$ cat src/rtl/proc_ctrl_pkg.sv
// ============================================================================
// Module   : proc_ctrl_pkg
// Purpose  : Shared opcodes, state encoding, bus selects and instruction
//            field helpers for the 9-bit processor control unit.
// Revision : 1.0 - initial release
// ============================================================================
`default_nettype none

package proc_ctrl_pkg;

    localparam logic [2:0] OP_MV   = 3'b000;
    localparam logic [2:0] OP_MVI  = 3'b001;
    localparam logic [2:0] OP_ADD  = 3'b010;
    localparam logic [2:0] OP_SUB  = 3'b011;
    localparam logic [2:0] OP_HALT = 3'b111;

    typedef enum logic [2:0] {
        T0   = 3'd0,
        T1   = 3'd1,
        T2   = 3'd2,
        T3   = 3'd3,
        HALT = 3'd4
    } state_t;

    localparam logic [3:0] SEL_G   = 4'd8;
    localparam logic [3:0] SEL_DIN = 4'd9;

    localparam int OP_MSB = 8;
    localparam int OP_LSB = 6;
    localparam int RX_MSB = 5;
    localparam int RX_LSB = 3;
    localparam int RY_MSB = 2;
    localparam int RY_LSB = 0;

    function automatic logic [2:0] op_of(input logic [8:0] ir);
        return ir[OP_MSB:OP_LSB];
    endfunction

    function automatic logic [2:0] rx_of(input logic [8:0] ir);
        return ir[RX_MSB:RX_LSB];
    endfunction

    function automatic logic [2:0] ry_of(input logic [8:0] ir);
        return ir[RY_MSB:RY_LSB];
    endfunction

endpackage

`default_nettype wire

$ cat src/rtl/proc_ctrl_reg_sel_dec.sv
// ============================================================================
// Module   : reg_sel_dec
// Purpose  : Binary-to-one-hot register write-enable decoder with enable.
// Revision : 1.0 - initial release
// ============================================================================
`default_nettype none

module reg_sel_dec #(
    parameter int SEL_W = 3,
    parameter int N     = 8
) (
    input  logic             en,
    input  logic [SEL_W-1:0] sel,
    output logic [N-1:0]     onehot
);

    for (genvar i = 0; i < N; i++) begin : g_bit
        assign onehot[i] = en && (sel == SEL_W'(i));
    end

endmodule

`default_nettype wire

$ cat src/rtl/proc_ctrl.sv
// ============================================================================
// Module   : proc_ctrl
// Purpose  : Multi-cycle T0..T3 sequencer for the 9-bit processor datapath.
//            Optional halt opcode enabled by defining PROC_CTRL_HALT_EN.
// Revision : 1.0 - initial release
// ============================================================================
`default_nettype none

module proc_ctrl
    import proc_ctrl_pkg::*;
#(
    parameter int OPC_W  = 3,
    parameter int RSEL_W = 3,
    parameter int NREGS  = 8,
    parameter int SEL_W  = 4
) (
    input  logic                        clk,
    input  logic                        resetn,
    input  logic                        run,
    input  logic [OPC_W+2*RSEL_W-1:0]   instr,
    output logic                        ir_in,
    output logic [NREGS-1:0]            r_in,
    output logic                        a_in,
    output logic                        g_in,
    output logic                        addsub,
    output logic [SEL_W-1:0]            bus_sel,
    output logic                        done,
    output logic                        busy
);

    state_t                      r_state;
    state_t                      w_next_state;
    logic [OPC_W+2*RSEL_W-1:0]   r_ir;
    logic                        w_wr_en;
    logic [2:0]                  w_op;
    logic [RSEL_W-1:0]           w_rx;
    logic [RSEL_W-1:0]           w_ry;

    assign w_op = op_of(r_ir);
    assign w_rx = rx_of(r_ir);
    assign w_ry = ry_of(r_ir);

    always_ff @(posedge clk) begin
        if (!resetn) begin
            r_state <= T0;
            r_ir    <= '0;
        end else begin
            r_state <= w_next_state;
            if (r_state == T0 && run) begin
                r_ir <= instr;
            end
        end
    end

    always_comb begin
        w_next_state = r_state;
        ir_in        = 1'b0;
        w_wr_en      = 1'b0;
        a_in         = 1'b0;
        g_in         = 1'b0;
        addsub       = 1'b0;
        bus_sel      = '0;
        done         = 1'b0;
        busy         = (r_state != T0);

        case (r_state)
            T0: begin
                ir_in = run;
                if (run) begin
                    w_next_state = T1;
                end
            end
            T1: begin
                case (w_op)
                    OP_MV: begin
                        bus_sel      = SEL_W'(w_ry);
                        w_wr_en      = 1'b1;
                        done         = 1'b1;
                        w_next_state = T0;
                    end
                    OP_MVI: begin
                        bus_sel      = SEL_DIN;
                        w_wr_en      = 1'b1;
                        done         = 1'b1;
                        w_next_state = T0;
                    end
                    OP_ADD, OP_SUB: begin
                        bus_sel      = SEL_W'(w_rx);
                        a_in         = 1'b1;
                        w_next_state = T2;
                    end
                    OP_HALT: begin
                        done         = 1'b1;
`ifdef PROC_CTRL_HALT_EN
                        w_next_state = HALT;
`else
                        w_next_state = T0;
`endif
                    end
                    default: begin
                        done         = 1'b1;
                        w_next_state = T0;
                    end
                endcase
            end
            T2: begin
                bus_sel      = SEL_W'(w_ry);
                g_in         = 1'b1;
                addsub       = w_op[0];
                w_next_state = T3;
            end
            T3: begin
                bus_sel      = SEL_G;
                w_wr_en      = 1'b1;
                done         = 1'b1;
                w_next_state = T0;
            end
`ifdef PROC_CTRL_HALT_EN
            HALT: begin
                w_next_state = HALT;
            end
`endif
            default: begin
                w_next_state = T0;
            end
        endcase

        // An asserted reset silences every strobe so an aborted step never writes.
        if (!resetn) begin
            ir_in   = 1'b0;
            w_wr_en = 1'b0;
            a_in    = 1'b0;
            g_in    = 1'b0;
            addsub  = 1'b0;
            bus_sel = '0;
            done    = 1'b0;
            busy    = 1'b0;
        end
    end

    reg_sel_dec #(
        .SEL_W (RSEL_W),
        .N     (NREGS)
    ) u_reg_sel_dec (
        .en     (w_wr_en),
        .sel    (w_rx),
        .onehot (r_in)
    );

endmodule

`default_nettype wire
$ cat config.mk
export PLATFORM = sky130hd
export DESIGN_NAME = proc_ctrl
export DESIGN_NICKNAME = d
export VERILOG_FILES = /design/src/rtl/proc_ctrl_pkg.sv /design/src/rtl/proc_ctrl_reg_sel_dec.sv /design/src/rtl/proc_ctrl.sv
export SDC_FILE = /design/constraint.sdc
export NUM_CORES = 1
export LEC_CHECK = 0
export ABC_AREA = 1
export BUFFER_PORTS_ARGS = -buffer_cell sky130_fd_sc_hd__buf_2
export CAP_MARGIN = 20
export CORE_MARGIN = 3
export CORE_UTILIZATION = 50
export DETAILED_ROUTE_END_ITERATION = 10
export PLACE_DENSITY = 0.82
export SYNTH_ARGS = -nofsm -noshare
export SYNTH_HDL_FRONTEND = slang
export SYNTH_SLANG_ARGS = --single-unit
$ cat constraint.sdc
create_clock -name clk -period 1.69 [get_ports clk]
set_input_delay 0.2535 -clock clk [delete_from_list [all_inputs] [get_ports clk]]
set_output_delay 0.2535 -clock clk [all_outputs]
set_load 0.02 [all_outputs]
==> metrics.md, run 1 <==
| Metric | Value |
|---|---|
| Compound-gate portion of the synthesized area | 0.0550 |
| FILL cells | 118 |
| Final hold vios | 0 |
| Post-synthesis adder-cell area fraction | 0 |
| Worst path depth | 4 |
| Final Critical Period | 1590 ps |
| Wirelength, routed | 1.71 mm |
| Post-Syn Area per Cell | 6.42 um2 |
| Vias per Instance | 5.08 |
| Setup slack after layout | 96.1 ps |
| IO Count | 30 |
| Reg clk slew, reported paths | 70 ps |
| DP Wirelength | 1.32 mm |
| Sequential Power Share | 0.493 |
| Post-Synth Simple-Gate Area | 0.553 |
| Setup repair after global routing missed its margin | no |
| Register-to-register setup slack | 710 ps |
| Largest net degree at the start of global routing | 13 |
| GP Congestion | 0.842 |
| CP max stage cell | dfxtp_1 |
| Total of max-cap violations | 0 |
| Leak | 0.478 nW |
| H-tree depth | 1 |
| PortBufs | 29 |
| Chip height | 44.8 um |
| Setup CP Type | flip-flop to primary output |
| Ys Warns | 0 |
| Initial Utilization | 0.556 |
| Seq/Total Area, Yosys | 0.293 |
| Die ar. | 0.00200 mm2 |
| Inst Count DP | 156 |
| Reg-to-reg endpoint | r_ir[6] |
| Worst Path Arrival | 1340 ps |
| Endpoint class of the critical path | primary output |
| CTS sink cnt | 11 |
| Fmax | 0.627 GHz |
| Hold buffers post-CTS | 0 |
| Area post-placement | 883 um2 |
| Hold EP | r_ir[1] |
| Status | finished, final reports clean |
| DRC Markers | 0 |
| CP max stage delay | 480 ps |
| Hold Path Origin | instr[1] |
| WHS | 312 ps |
| Switching pwr | 0.000208 W |
| Via count | 812 |
| Net Sw Frac | 0.326 |
| PostCTS Resize Cnt | 1 |
| Synthesized instance count | 117 |
| Post-synthesis register bit count | 11 |
| Power Density | 688 mW/mm2 |
| Internal power | 0.000429 W |
| Post-route antenna net violation count | 0 |
| Final period utilization | 0.943 |
| Global route overflow | 0 |
| # rows | 13 |
| Xor and xnor area share after synthesis | 0 |
| First-pass GRT wire length | 2.75 mm |
| Number of global-route vias before repair | 655 |
| Initial detailed-routing violation count | 16 |
| Post-placement setup slack | 187 ps |
| Non-filler instance count after layout | 160 |
| Max VDD drop | 0.465 mV |
| Hold Path Depth | 4 |
| Startpoint Class | flip-flop |
| Crit-path max FO | 9 |
| Layout cells sized above 1 | 0.324 |
| Cell Chain, Critical Path | nor2_4 > o21ai_4 > nor2_1 > buf_2 |
| Die Wd | 44.8 um |
| Number of CTS-inserted buffers | 3 |
| Final setup TNS | 0 ps |
| Slew HR | 0.777 |
| Diodes inserted | 0 |
| Post-synthesis mux area share | 0 |
| TritonRoute pass-1 iters | 4 |
| Main combinational cell family by area after synthesis | simple AND/OR/NAND/NOR gates |
| Final Setup Violations | 0 |
| GR Util All Layers | 0.181 |
| Cell variety after synth | 22 |
| Synth Net Count | 129 |
| Routed length per instance | 10.7 um |
| Crit path required time | 1440 ps |
| Nets | 158 |
| R2R depth | 3 |
| Clock share of power | 0.268 |
| Critical R2R Launch | r_state[1] |
| Worst path bufs/invs | 1 |
| Comb pwr share | 0.239 |
| Clk_lat worst skew | 260 ps |
| Area grow syn2layout | 23.5% |
| Fin Clk Skew | 3.54 ps |
| Max-slew violations | 0 |
| Antenna violations before repair | 0 |
| Core area | 0.00135 mm2 |
| HP Class | input port to flip-flop |
| Critical path's top delay family | flip-flops |
| Bufs on Longest Clock Path | 2 |
| Design area | 927 um2 |
| # Post-CTS Setup Buffers | 0 |
| Clock Tree Root | clkbuf_4 |
| Worst slew pin tran | 333 ps |
| TritonCTS clock tree | yes |
| Mapped Area | 751 um2 |
[worst reg2reg max path, stage by stage, from the launching register on]
cell,delay (ps)
dfxtp_4,400
nor3_4,350
nor2_1,80
nor2_1,100
[power groups by stage]
| stage | combinational, W | clock [W] | sequential, W |
|---|---|---|---|
| after floorplan | 0.000125 | 0 | 0.000303 |
| after global placement | 0.000145 | 0 | 0.000316 |
| after detailed placement | 0.000149 | 0 | 0.000319 |
| after CTS | 0.000150 | 0.000172 | 0.000313 |
| after global routing | 0.000175 | 0.000188 | 0.000318 |
| final | 0.000152 | 0.000171 | 0.000315 |
[area by class of cell]
cell class | instances | area, um2 | share of cell area
multi-input cells | 90 | 469 | 0.506
flip-flops and latches | 11 | 225 | 0.243
clock buffers | 4 | 26.3 | 0.0283
repair buffers | 29 | 145 | 0.157
well taps | 15 | 18.8 | 0.0202
inverters | 11 | 42.5 | 0.0459
[how the worst max path moves through the flow]
| stage | from | end |
|---|---|---|
| 2_1_floorplan | r_state[1] | bus_sel[0] |
| 3_3_place_gp | r_state[1] | bus_sel[0] |
| 3_5_place_dp | r_state[1] | bus_sel[2] |
| 4_1_cts | r_state[0] | bus_sel[3] |
| 5_1_grt | r_ir[8] | r_in[3] |
| 6_report | r_ir[8] | r_in[6] |
[synthesized netlist by cell type]
library cell	instances	area, um2
a21oi_1	1	5.00
nor2_4	1	11.3
nand3b_1	9	67.6
nor2_1	28	105
nand2_4	1	11.3
buf_4	1	7.51
clkinv_2	1	5.00
inv_1	9	33.8
buf_6	1	11.3
dfxtp_1	11	220
nor3_4	2	32.5
buf_2	1	5.00
nor3_1	2	10.0
o22ai_1	1	6.26
a21oi_2	1	8.76
nand3_1	8	40.0
o21ai_4	1	16.3
o21ai_0	1	5.00
nor2_2	4	25.0
clkbuf_1	2	7.51
inv_2	1	3.75
nand2_1	30	113
[flip-flops by register name, indices dropped and copies added (netlist names)]
signal / count
r_state: 2
r_ir: 9
[routing by layer]
| metal | GRT usage | up-vias | share of wire | wire length [um] |
|---|---|---|---|---|
| li1 | - | 420 | - | - |
| met1 | 0.233 | 356 | 0.43 | 733 |
| met2 | 0.312 | 34 | 0.50 | 853 |
| met3 | 0.0239 | 2 | 0.061 | 105 |
| met4 | 0.0542 | 0 | 0.0094 | 16 |
| met5 | 0 | - | 0 | 0 |
[per-stage QoR]
stage | util | power, W
6_report | 0.687 | 0.000637
3_5_place_dp | 0.654 | 0.000467
4_1_cts | 0.675 | 0.000635
5_1_grt | 0.687 | 0.000681
3_3_place_gp | 0.654 | 0.000461
2_1_floorplan | - | 0.000428
[cells in the final DEF, fill, tap and decap left out, drive strengths merged]
| cell | Yosys | final |
|---|---|---|
| buf | 3 | 29 |
| nand3 | 8 | 8 |
| nand2 | 31 | 31 |
| o22ai | 1 | 1 |
| a21oi | 2 | 2 |
| nand3b | 9 | 9 |
| clkbuf | 2 | 4 |
| nor2 | 33 | 33 |
| nor3 | 4 | 4 |
| dfxtp | 11 | 11 |
| inv | 10 | 10 |
| o21ai | 2 | 2 |
| clkinv | 1 | 1 |
[cells by family after synthesis]
group	count (synthesis)
buffers and inverters	16
AO/OA/AOI/OAI	5
flip-flops	11
AND/OR/NAND/NOR	85
Note: power is estimated with default switching activity, not from simulation.
==> run 2, diff against run 1 <==
- CORE_UTILIZATION: 50 -> 53
- CTS_BUF_LIST: not set -> sky130_fd_sc_hd__clkbuf_4
- PLACE_DENSITY: 0.82 -> 0.86
==> run 2 against run 1 <==
Compared with the run above:
- clock power up 13%
- combinational power about the same
- worst setup slack better by 29 ps
- cell area up 0.40%
- utilization up 7.9 points
- register-to-register slack worse by 170 ps
- global-route usage up 2.1 points
- sequential cell count unchanged
- routed wire length up 3.6%
- critical path type unchanged
- largest cell class unchanged
- highest routed layer unchanged
==> metrics.md, run 2 (synthesis results as in run 1) <==
| Metric | Value |
|---|---|
| Commonest cells after routing, fill and taps aside | nand2_1, buf_2, nor2_1 (unchanged) |
| Routed length per instance | 11.1 um (was 10.7 um) |
| CTS sink cnt | 11 (unchanged) |
| Initial detailed-routing violation count | 12 (was 16) |
| Die ar. | 0.00190 mm2 (was 0.00200 mm2) |
| Worst path bufs/invs | 2 (was 1) |
| Power Density | 713 mW/mm2 (was 688 mW/mm2) |
| Final Critical Period | 1560 ps (was 1590 ps) |
| Final period utilization | 0.926 (was 0.943) |
| GR Util All Layers | 0.203 (was 0.181) |
| First-pass GRT wire length | 2.97 mm (was 2.75 mm) |
| GRT Max-Usage Layer | met2 (unchanged) |
| Fmax | 0.639 GHz (was 0.627 GHz) |
| Post-route antenna net violation count | 0 (unchanged) |
| CP max stage delay | 410 ps (was 480 ps) |
| Critical path origin | r_ir[7] (was r_ir[8]) |
| Reg clk slew, reported paths | 70 ps (about the same) |
| Hold buffers post-CTS | 0 (unchanged) |
| Final hold vios | 0 (unchanged) |
| Bufs on Longest Clock Path | 2 (unchanged) |
| Max-slew violations | 0 (unchanged) |
| Global route overflow | 0 (unchanged) |
| Total of max-cap violations | 0 (unchanged) |
| CP max stage cell | dfxtp_1 (unchanged) |
| Max VDD drop | 0.493 mV (was 0.465 mV) |
| Crit path required time | 1440 ps (about the same) |
| Biggest regs | r_ir x9, r_state x2 (unchanged) |
| Slew HR | 0.746 (was 0.777) |
| Leak | 0.487 nW (was 0.478 nW) |
| Post-placement setup slack | 340 ps (was 187 ps) |
| Layout cells sized above 1 | 0.342 (was 0.324) |
| Overall power | 0.000663 W (was 0.000637 W) |
| Met1 Use GR | 0.261 (was 0.233) |
| Wirelength, routed | 1.77 mm (was 1.71 mm) |
| Die Wd | 43.6 um (was 44.8 um) |
| Diodes inserted | 0 (unchanged) |
| Startpoint Class | flip-flop (unchanged) |
| GRT met2 Usage | 0.317 (was 0.312) |
| Fin Clk Skew | 2.70 ps (was 3.54 ps) |
| Worst path depth | 7 (was 4) |
| HP Class | input port to flip-flop (unchanged) |
| DRC Markers | 0 (unchanged) |
| Worst Path Arrival | 1310 ps (was 1340 ps) |
| # rows | 12 (was 13) |
| H-tree depth | 1 (unchanged) |
| Nets | 159 (was 158) |
| Clock Tree Root | clkbuf_4 (unchanged) |
| Status | finished, final reports clean (unchanged) |
| Critical path's top delay family | simple AND/OR/NAND/NOR gates (was flip-flops) |
| CP most frequent cell | nand2_1 |
| Via count | 811 (was 812) |
| Crit-path max FO | 4 (was 9) |
| IO Count | 30 (unchanged) |
| Setup slack after layout | 125 ps (was 96.1 ps) |
| Max reg flops | 9 (unchanged) |
| Commonest non-fill, non-tap cell in the layout | nand2_1 (unchanged) |
| DP Wirelength | 1.35 mm (was 1.32 mm) |
| Number of global-route vias before repair | 679 (was 655) |
| R2R depth | 4 (was 3) |
| Vias per Instance | 5.07 (was 5.08) |
| Cell Chain, Critical Path | inv_1 > nor2_2 > nand2_1 > nand2_1 > nand2_1 > nand2_1 > buf_2 (was nor2_4 > o21ai_4 > nor2_1 > buf_2) |
| Antenna violations before repair | 0 (unchanged) |
| Area grow syn2layout | 24.0% (was 23.5%) |
| Setup CP Type | flip-flop to primary output (unchanged) |
| Number of CTS-inserted buffers | 3 (unchanged) |
| Top reg by flops | r_ir (unchanged) |
| TritonCTS clock tree | yes (unchanged) |
| Core area | 0.00122 mm2 (was 0.00135 mm2) |
| Largest net degree at the start of global routing | 13 (unchanged) |
| Critical R2R Launch | r_state[1] (unchanged) |
| Reg-to-reg endpoint | r_ir[8] (was r_ir[6]) |
| Worst setup endpoint | bus_sel[1] (was r_in[6]) |
| Clk_lat worst skew | 260 ps (about the same) |
| Grt met3 use | 0.0415 (was 0.0239) |
| WHS | 306 ps (was 312 ps) |
| PortBufs | 29 (unchanged) |
| TritonRoute pass-1 iters | 4 (unchanged) |
| Initial Utilization | 0.617 (was 0.556) |
| GP Congestion | 0.801 (was 0.842) |
| Final Setup Violations | 0 (unchanged) |
| Endpoint class of the critical path | primary output (unchanged) |
| Chip height | 43.6 um (was 44.8 um) |
| Register-to-register setup slack | 540 ps (was 710 ps) |
| Worst slew pin tran | 380 ps (was 333 ps) |
run 2: cell count changes in the layout (fill, tap and decap cells not counted), sizes merged:
cell  previous run  this run
buf             29        30
run 2: area by class of cell:
type	count	area, um2
Clock buffer	4	30.0
Fill cell	105	285
Inverter	11	42.5
Multi-Input combinational cell	90	464
Sequential cell	11	224
Tap cell	14	17.5
Timing Repair Buffer	30	153
run 2: power breakdown:
| part | switching (W) | internal [W] |
|---|---|---|
| Combinational | 0.0000960 | 0.0000590 |
| Sequential | 0.0000321 | 0.000282 |
| Clock | 0.0000873 | 0.000107 |
| Total | 0.000215 | 0.000448 |
run 2: worst min path at each step:
stage / from / endpoint / cells past startpoint
5_1_grt: instr[3] / r_ir[3] / 4
3_5_place_dp: r_ir[6] / r_ir[6] / 2
4_1_cts: instr[6] / r_ir[6] / 4
2_1_floorplan: resetn / r_state[1] / 2
6_report: instr[6] / r_ir[6] / 4
3_3_place_gp: r_ir[6] / r_ir[6] / 2
run 2: tightest hold or removal path, cell delays in order:
cell and delay (ps):
buf_2 70, nand3b_1 90, nand2_1 40, nor2_1 80
run 2: through the flow:
stage                util  cell area (um2)  std cells  TNS, ps
floorplan               -              751        117        0
global placement    0.731              890        156        0
detailed placement  0.731              890        156        0
CTS                 0.756              920        160        0
global route        0.765              931        160    -8.20
finish              0.765              931        160        0
run 2: per-layer routing:
| layer | vias to the layer above | share of wire |
|---|---|---|
| li1 | 424 | - |
| met1 | 356 | 0.45 |
| met2 | 27 | 0.47 |
| met3 | 4 | 0.062 |
| met4 | 0 | 0.016 |
| met5 | - | 0 |
run 2: repair_timing:
action,4_1_cts,5_1_grt
setup endpoints to repair,0,9
gates resized for setup,0,5
buffers inserted,0,0
==> run 3, diff against run 2 <==
- CORE_MARGIN: 3 -> 10
==> run 3 against run 2 <==
Compared with the run above:
- routed wire length is 7.7% higher
- non-clock buffer count unchanged
- cell area is the same
- sequential power about the same
- largest cell class unchanged
- power down 0.72%
==> metrics.md, run 3 (synthesis results as in run 1) <==
| Metric | Value |
|---|---|
| Setup CP Type | flip-flop to primary output (unchanged) |
| Post-route antenna net violation count | 0 (unchanged) |
| Setup repair after global routing missed its margin | no |
| Endpoint class of the critical path | primary output (unchanged) |
| Initial detailed-routing violation count | 19 (was 12) |
| Top reg by flops | r_ir (unchanged) |
| Design area | 931 um2 (unchanged) |
| Wirelength, routed | 1.91 mm (was 1.77 mm) |
| Biggest regs | r_ir x9, r_state x2 (unchanged) |
| Worst slew pin tran | 369 ps (was 380 ps) |
| Chip height | 57.6 um (was 43.6 um) |
| Commonest cells after routing, fill and taps aside | nand2_1, buf_2, nor2_1 (unchanged) |
| Switching pwr | 0.000211 W (was 0.000215 W) |
| Vias per Instance | 5.07 (about the same) |
| TritonCTS clock tree | yes (unchanged) |
| Leak | 0.486 nW (was 0.487 nW) |
| Routed length per instance | 11.9 um (was 11.1 um) |
| Overall power | 0.000659 W (was 0.000663 W) |
| Nets | 159 (unchanged) |
| Worst Path Arrival | 1330 ps (was 1310 ps) |
| Final Critical Period | 1590 ps (was 1560 ps) |
| Final setup TNS | 0 ps (unchanged) |
| Max VDD drop | 0.490 mV (was 0.493 mV) |
| Antenna violations before repair | 0 (unchanged) |
| Largest net degree at the start of global routing | 13 (unchanged) |
| TritonRoute pass-1 iters | 4 (unchanged) |
| Max reg flops | 9 (unchanged) |
| Final hold vios | 0 (unchanged) |
| Layout cells sized above 1 | 0.336 (was 0.342) |
| Net Sw Frac | 0.321 (was 0.325) |
| Die Wd | 57.6 um (was 43.6 um) |
| HP Class | input port to flip-flop (unchanged) |
| CTS sink cnt | 11 (unchanged) |
| Sequential Power Share | 0.475 (was 0.473) |
| Fmax | 0.630 GHz (was 0.639 GHz) |
| Number of CTS-inserted buffers | 3 (unchanged) |
| Status | finished, final reports clean (unchanged) |
| Clk_lat worst skew | 260 ps (about the same) |
| Area post-placement | 891 um2 (was 890 um2) |
| Startpoint Class | flip-flop (unchanged) |
| Crit-path max FO | 9 (was 4) |
| Comb pwr share | 0.236 (was 0.234) |
| FILL cells | 120 (was 105) |
| Via count | 816 (was 811) |
| Final Setup Violations | 0 (unchanged) |
| Core area | 0.00132 mm2 (was 0.00122 mm2) |
| GP Congestion | 0.813 (was 0.801) |
| First-pass GRT wire length | 3.23 mm (was 2.97 mm) |
| H-tree depth | 1 (unchanged) |
| Initial Utilization | 0.570 (was 0.617) |
| GR Util All Layers | 0.116 (was 0.203) |
| PortBufs | 29 (unchanged) |
| Diodes inserted | 0 (unchanged) |
| Power Density | 707 mW/mm2 (was 713 mW/mm2) |
| Max-slew violations | 0 (unchanged) |
| Total of max-cap violations | 0 (unchanged) |
| DP Wirelength | 1.53 mm (was 1.35 mm) |
| Area grow syn2layout | 24.0% (unchanged) |
| # rows | 13 (was 12) |
| Fin Clk Skew | 2.29 ps (was 2.70 ps) |
| Reg clk slew, reported paths | 70 ps (about the same) |
| IO Count | 30 (unchanged) |
| Commonest non-fill, non-tap cell in the layout | nand2_1 (unchanged) |
| Number of global-route vias before repair | 713 (was 679) |
| Final period utilization | 0.939 (was 0.926) |
| Hold buffers post-CTS | 0 (unchanged) |
| Slew HR | 0.753 (was 0.746) |
| Clock share of power | 0.289 (was 0.293) |
| Internal power | 0.000447 W (was 0.000448 W) |
| Global route overflow | 0 (unchanged) |
| Crit path required time | 1440 ps (about the same) |
| Die ar. | 0.00332 mm2 (was 0.00190 mm2) |
| Clock Tree Root | clkbuf_4 (unchanged) |
| DRC Markers | 0 (unchanged) |
| Bufs on Longest Clock Path | 2 (unchanged) |
## run 3: critical path: stages (launching register included)
cell and delay, ps:
dfxtp_1 470, nor2_4 100, o21ai_4 270, nor2_1 80
buf_2 160
## run 3: layout make-up
type / instances / area [um2] / area share
clock buffer: 4 / 30.0 / 0.0323
inverter: 11 / 42.5 / 0.0457
multi-input combinational: 90 / 464 / 0.499
sequential: 11 / 223 / 0.239
tap: 15 / 18.8 / 0.0202
timing repair buffer: 30 / 153 / 0.164
## run 3: through the flow
| stage | util | instances | setup slack [ps] | hold slack (ps) |
|---|---|---|---|---|
| floorplan | - | 117 | 381 | 453 |
| CTS | 0.699 | 161 | 55.9 | 311 |
| finish | 0.707 | 161 | 103 | 310 |
| detailed placement | 0.676 | 157 | 343 | 486 |
| global placement | 0.676 | 157 | 369 | 476 |
| global route | 0.707 | 161 | 10.4 | 329 |
## run 3: layer usage
| layer | track usage | share of wire | vias to the layer above |
|---|---|---|---|
| li1 | - | - | 421 |
| met1 | 0.146 | 0.46 | 363 |
| met2 | 0.175 | 0.44 | 30 |
| met3 | 0.0501 | 0.095 | 2 |
| met4 | 0.0302 | 0.0068 | 0 |
| met5 | 0 | 0 | - |
## run 3: path summary, 6_finish.rpt
kind / to / slack (ps) / cells after the start / start
setup / recovery: r_in[5] / 100 / 4 / r_ir[8]
hold reg to reg: r_ir[1] / 500 / 2 / r_ir[1]
setup reg to reg: r_ir[7] / 560 / 4 / r_state[1]
hold / removal: r_ir[2] / 310 / 4 / instr[2]
## run 3: timing repair
action	in CTS	in global routing
setup buffers	0	0
setup endpoints to repair	0	13
gates resized for setup	0	4
hold endpoints to repair	0	0
## run 3: power by group through the flow
stage,combinational [W],clock [W],sequential [W]
floorplan,0.000125,0,0.000303
global route,0.000177,0.000207,0.000317
finish,0.000155,0.000190,0.000313
detailed placement,0.000153,0,0.000316
CTS,0.000154,0.000193,0.000310
global placement,0.000148,0,0.000315
